$ cat config.mk
export PLATFORM = sky130hd
export DESIGN_NAME = display_source_select
export DESIGN_NICKNAME = d
export VERILOG_FILES = /design/src/rtl/display_pkg.sv /design/src/rtl/btn_debounce.sv /design/src/rtl/display_source_select.sv
export SDC_FILE = /design/constraint.sdc
export NUM_CORES = 1
export LEC_CHECK = 0
export BUFFER_PORTS_ARGS = -buffer_cell sky130_fd_sc_hd__buf_2
export CAP_MARGIN = 0
export CORE_UTILIZATION = 30
export CTS_CLUSTER_SIZE = 30
export DETAILED_ROUTE_END_ITERATION = 7
export GPL_ROUTABILITY_DRIVEN = 0
export SYNTH_ARGS = -nofsm -noshare
export SYNTH_HDL_FRONTEND = slang
export SYNTH_SLANG_ARGS = --single-unit
export TNS_END_PERCENT = 30
$ cat constraint.sdc
create_clock -name CLK -period 2.7 [get_ports CLK]
set_input_delay 0.27 -clock CLK [delete_from_list [all_inputs] [get_ports CLK]]
set_output_delay 0.27 -clock CLK [all_outputs]
set_load 0.05 [all_outputs]
$ cat src/rtl/display_pkg.sv
// display_pkg: page encodings and display width shared by the display source select block.
`default_nettype none

package display_pkg;

    localparam int DISPLAY_W = 16;

    typedef enum logic [1:0] {
        PAGE_PC  = 2'b00,
        PAGE_RS  = 2'b01,
        PAGE_RT  = 2'b10,
        PAGE_ALU = 2'b11
    } page_t;

endpackage

`default_nettype wire

$ cat src/rtl/btn_debounce.sv
// btn_debounce: 2-flop synchroniser followed by a stable-level debouncer; the level flips
// only after DEBOUNCE_CYCLES consecutive cycles of disagreement.
`default_nettype none

module btn_debounce #(
    parameter int DEBOUNCE_CYCLES = 1000000
) (
    input  logic CLK,
    input  logic Reset,
    input  logic in,
    output logic out
);

    localparam int CNT_W = (DEBOUNCE_CYCLES > 1) ? $clog2(DEBOUNCE_CYCLES) : 1;
    localparam logic [CNT_W-1:0] CNT_LAST = CNT_W'(DEBOUNCE_CYCLES - 1);

    logic             in_meta;
    logic             in_sync;
    logic             stable;
    logic [CNT_W-1:0] cnt;

    always_ff @(posedge CLK or negedge Reset) begin
        if (!Reset) begin
            in_meta <= 1'b0;
            in_sync <= 1'b0;
            stable  <= 1'b0;
            cnt     <= '0;
        end else begin
            in_meta <= in;
            in_sync <= in_meta;
            // Any agreement restarts the window, so bounces shorter than it never count.
            if (in_sync == stable) begin
                cnt <= '0;
            end else if (cnt == CNT_LAST) begin
                stable <= ~stable;
                cnt    <= '0;
            end else begin
                cnt <= cnt + CNT_W'(1);
            end
        end
    end

    assign out = stable;

endmodule

`default_nettype wire

$ cat src/rtl/display_source_select.sv
// display_source_select: switch-selected debug page register, scan clock divider and step debounce.
// Optional DISPLAY_HOLD_EN adds a synchronised Hold input that freezes the display word.
`default_nettype none

module display_source_select
    import display_pkg::*;
#(
    parameter int DEBOUNCE_CYCLES = 1000000,
    parameter int SCAN_DIV        = 100000
) (
    input  logic                 CLK,
    input  logic                 Reset,
    input  logic                 BtnStep,
    input  logic [1:0]           SW,
    input  logic [31:0]          PC,
    input  logic [31:0]          NextPC,
    input  logic [4:0]           RsAddr,
    input  logic [31:0]          RsData,
    input  logic [4:0]           RtAddr,
    input  logic [31:0]          RtData,
    input  logic [31:0]          ALUResult,
    input  logic [31:0]          DB,
    output logic [DISPLAY_W-1:0] display,
    output logic                 ScanCLK,
    output logic                 CPUCLK
`ifdef DISPLAY_HOLD_EN
    ,
    input  logic                 Hold
`endif
);

    localparam int SCAN_W = (SCAN_DIV > 1) ? $clog2(SCAN_DIV) : 1;
    localparam logic [SCAN_W-1:0] SCAN_LAST = SCAN_W'(SCAN_DIV - 1);

    logic [1:0]           sw_meta;
    page_t                sw_sync;
    logic [DISPLAY_W-1:0] page_word;
    logic [SCAN_W-1:0]    scan_cnt;
    logic                 unused_hi;

    // Only the low byte of each 32-bit bus is ever shown.
    assign unused_hi = ^{PC[31:8], NextPC[31:8], RsData[31:8], RtData[31:8],
                         ALUResult[31:8], DB[31:8]};

    always_ff @(posedge CLK or negedge Reset) begin
        if (!Reset) begin
            sw_meta <= 2'b00;
            sw_sync <= PAGE_PC;
        end else begin
            sw_meta <= SW;
            sw_sync <= page_t'(sw_meta);
        end
    end

    always_comb begin
        page_word = '0;
        case (sw_sync)
            PAGE_PC:  page_word = {PC[7:0], NextPC[7:0]};
            PAGE_RS:  page_word = {3'b000, RsAddr, RsData[7:0]};
            PAGE_RT:  page_word = {3'b000, RtAddr, RtData[7:0]};
            PAGE_ALU: page_word = {ALUResult[7:0], DB[7:0]};
            default:  page_word = '0;
        endcase
    end

`ifdef DISPLAY_HOLD_EN
    logic hold_meta;
    logic hold_sync;

    always_ff @(posedge CLK or negedge Reset) begin
        if (!Reset) begin
            hold_meta <= 1'b0;
            hold_sync <= 1'b0;
            display   <= '0;
        end else begin
            hold_meta <= Hold;
            hold_sync <= hold_meta;
            if (!hold_sync) begin
                display <= page_word;
            end
        end
    end
`else
    always_ff @(posedge CLK or negedge Reset) begin
        if (!Reset) begin
            display <= '0;
        end else begin
            display <= page_word;
        end
    end
`endif

    always_ff @(posedge CLK or negedge Reset) begin
        if (!Reset) begin
            scan_cnt <= '0;
            ScanCLK  <= 1'b0;
        end else if (scan_cnt == SCAN_LAST) begin
            scan_cnt <= '0;
            ScanCLK  <= ~ScanCLK;
        end else begin
            scan_cnt <= scan_cnt + SCAN_W'(1);
        end
    end

    btn_debounce #(
        .DEBOUNCE_CYCLES(DEBOUNCE_CYCLES)
    ) u_step_debounce (
        .CLK   (CLK),
        .Reset (Reset),
        .in    (BtnStep),
        .out   (CPUCLK)
    );

endmodule

`default_nettype wire

==> impl_results.md <==
- Status: finished with violations
- Failing checks: DRC
- Grt total ovfl: 0
- Initial Utilization: a little under a third
- Area share of the largest cell type after synthesis: 55.2%
- # fillers: 877
- Register area share after synthesis: 55.2%
- Hold Crit Class: input port to flop
- Fin. max-slew vios: 0
- Nets: approximately 530
- Root Driver: clkbuf_8
- Syn Inst Count: 226
- Flop-to-flop setup slack: 0.59 ns
- Global routing's busiest layer: met2
- Internal: about 1.5 mW
- Drt first pass iters: 6
- Pwr dens: 565 nW/um^2
- Minimum clock period: around 2.1 ns
- DRC Markers: 1
- Met2 Track Usage GR: 21.7%
- Pin count of the biggest net entering global routing: 24
- Crit end category: flop
- Final Hold Viols: 0
- CP startpoint: u_step_debounce.cnt[0]
- Most common cell after layout, fill and taps aside: buf_2
- M3 GR Usage: 4.58%
- N_diodes: 0
- Layout area overhead: 26.8%
- Total power: 1.98 mW
- Max Root-Sink Buffers: 2
- Worst reg2reg path depth: 5
- # rows: 34
- Max-cap violation count: 0
- Seq pwr share: 48.5%
- Avg Inst Size Synth: 12.2 um^2
- First-pass GRT wire length: 10600 um
- Via count: 2122
- Post-route ant nets: 0
- Clock network power share: about 39%
- Synth cell types: 32
- Worst Path Arrival: 2.37 ns
- Max Fanout on Critical Path: 5
- Mapped Area: 2770 um^2
- Die height: 98.0 um
- Clock sink count: 61
- Worst Path Required: 2.96 ns
- Combinational share of power: ~12%
- Yosys top cell by area: dfrtp_1
- Worst VDD drop: 0.325 mV
- Worst reg2reg startpoint: u_step_debounce.cnt[0]
- Yosys Warn Count: 0
- All-Layer GR Usage: 14.3%
- DR vias/cell: about 4.9
- Buf/Inv on CP: 0
- Max Freq: 0.473 GHz
- Slowest cell on crit path: or4_4
- Sequential cell area: 1530 um^2
- Vias in the first global route: 2210
- Min-delay src: BtnStep
- Max-Slew Margin vs Limit: 60.6%
- Drt wl/cell: between 10 and 15 um
- Synth area leaders: dfrtp_1 55%, mux4_2 11%, xnor2_1 4.4%
- CTS buffer count: 9
- Worst Skew: 0.00632 ns
- Multi-input gate area: 1190 um^2
- Antenna violations before repair: 0
- Clk_lat worst skew: 0.33 ns
- Share of layout cells above drive strength 1: 36.4%
- Unrepaired setup endpoints after global routing: false
- Met1 Track Usage GR: between 10% and 20%
- Most frequent cells in the layout: 80 x buf_2, 61 x dfrtp_1, 25 x nor2_1
- Register bit total from synthesis: 61
- Top delay family on crit path: simple AND/OR/NAND/NOR gates
- Slew @ Worst Pin: 0.591 ns
- Final worst-path cycle share: approximately 78%
- R2R Path End: u_step_debounce.cnt[18]
- CTS H-tree lvls: 3
- Syn Nets: 435
- CTS tree: done
- Final setup violation count: 0
- I/O pins: 225
- Die area: just under 10000 um^2
- Startpoint types: flop
- Hold Path Depth: 1
- Chip width: just under 100 um
- Core area: 8810 um^2
- Final wirelength: 6240 um
- Post-DP HPWL: 4750 um
- PostCTS Resize Cnt: 0
- Initial DRC count: 115
- Switch share: 25.3%
- CP max stage delay: around 0.63 ns
- Port Buffers: 80
- Setup_tns: 0 ns
- Critical-path cell list: ha_1, nand4_1, or4_4, or4_1, a21oi_1
- Min-Delay Endpoint: u_step_debounce.in_meta
- Crit Path Category: flop to flop
- Switching power total: approximately 500 uW
- Worst-path clk slew: 0.06 ns
- Leak Pwr: approximately 1.6 nW
-- layout make-up --
cell class	instances	share of cell area (%)
tap	108	3.85
timing repair buffer	85	12.6
clock buffer	11	4.03
multi-input combinational	153	33.9
inverter	6	0.642
sequential	61	43.5
clock inverter	5	1.43
-- power groups by stage --
stage | registers [mW] | logic [mW] | clock network [mW]
floorplan | 1.06 | 0.0567 | 0
global placement | 0.977 | 0.238 | 0
detailed placement | 0.977 | 0.242 | 0
CTS | 0.961 | 0.244 | 0.808
global route | 0.963 | 0.257 | 0.858
finish | 0.960 | 0.240 | 0.780
-- sequential cells by signal, indices dropped and copies added (netlist names) --
register and flops:
u_step_debounce.in_meta 1, u_step_debounce.out 1, sw_meta 2, scan_cnt 17
ScanCLK 1, sw_sync 2, u_step_debounce.cnt 20, u_step_debounce.in_sync 1
display 16
-- cell families after synthesis --
logic type	share of synthesized area, %
AOI/OAI and AO/OA	5.07
xor gates and xnor gates	8.55
adders and majority gates	0.905
buffers and inverters	1.76
DFF	55.2
muxes	11.0
and+or+nand+nor	17.5
-- synthesized netlist by cell type, drive strengths merged --
cell type and n:
and4 4, clkbuf 3, nand2b 1, inv 6
nor4b 1, nand4 10, nand3 13, or2 1
nand4b 1, nand2 10, mux4 13, xnor2 14
ha 2, nor4 4, a22o 3, o21ai 3
nor2b 1, dfrtp 61, or3 3, nor3 6
nor2 25, a21oi 8, mux2 1, buf 3
or4 7, xor2 13, and3 1, o31ai 6
and2 2
-- repair_timing --
action                                 CTS  global route
hold buffers                             1             0
buffers inserted                         0             0
endpoints found under the hold margin   21             0
-- per-stage QoR --
| stage | instances | worst slack [ns] | utilization [%] | cell area (um^2) | hold WS, ns |
|---|---|---|---|---|---|
| global placement | 412 | 0.614 | 37.5 | 3300 | 0.279 |
| floorplan | 226 | 0.757 | - | 2770 | -0.0256 |
| CTS | 429 | 0.573 | 39.8 | 3510 | 0.0228 |
| finish | 429 | 0.585 | 39.8 | 3510 | 0.0456 |
| global route | 429 | 0.435 | 39.8 | 3510 | 0.0256 |
| detailed placement | 412 | 0.587 | 37.5 | 3300 | 0.275 |
-- per-layer routing --
| metal | vias to the layer above | part of all wire [%] | routed length [um] |
|---|---|---|---|
| li1 | 1004 | - | - |
| met1 | 1028 | 45 | 2840 |
| met2 | 79 | 44 | 2770 |
| met3 | 11 | 8.2 | 513 |
| met4 | 0 | 1.9 | 116 |
| met5 | - | 0 | 0 |
-- worst max path at each step --
| stage | end | cells after the start |
|---|---|---|
| finish | u_step_debounce.cnt[18] | 5 |
| global route | u_step_debounce.cnt[18] | 5 |
| CTS | u_step_debounce.cnt[18] | 5 |
| detailed placement | u_step_debounce.cnt[18] | 5 |
| global placement | u_step_debounce.cnt[18] | 5 |
| floorplan | u_step_debounce.cnt[18] | 5 |
(Power assumes the default switching activity.)
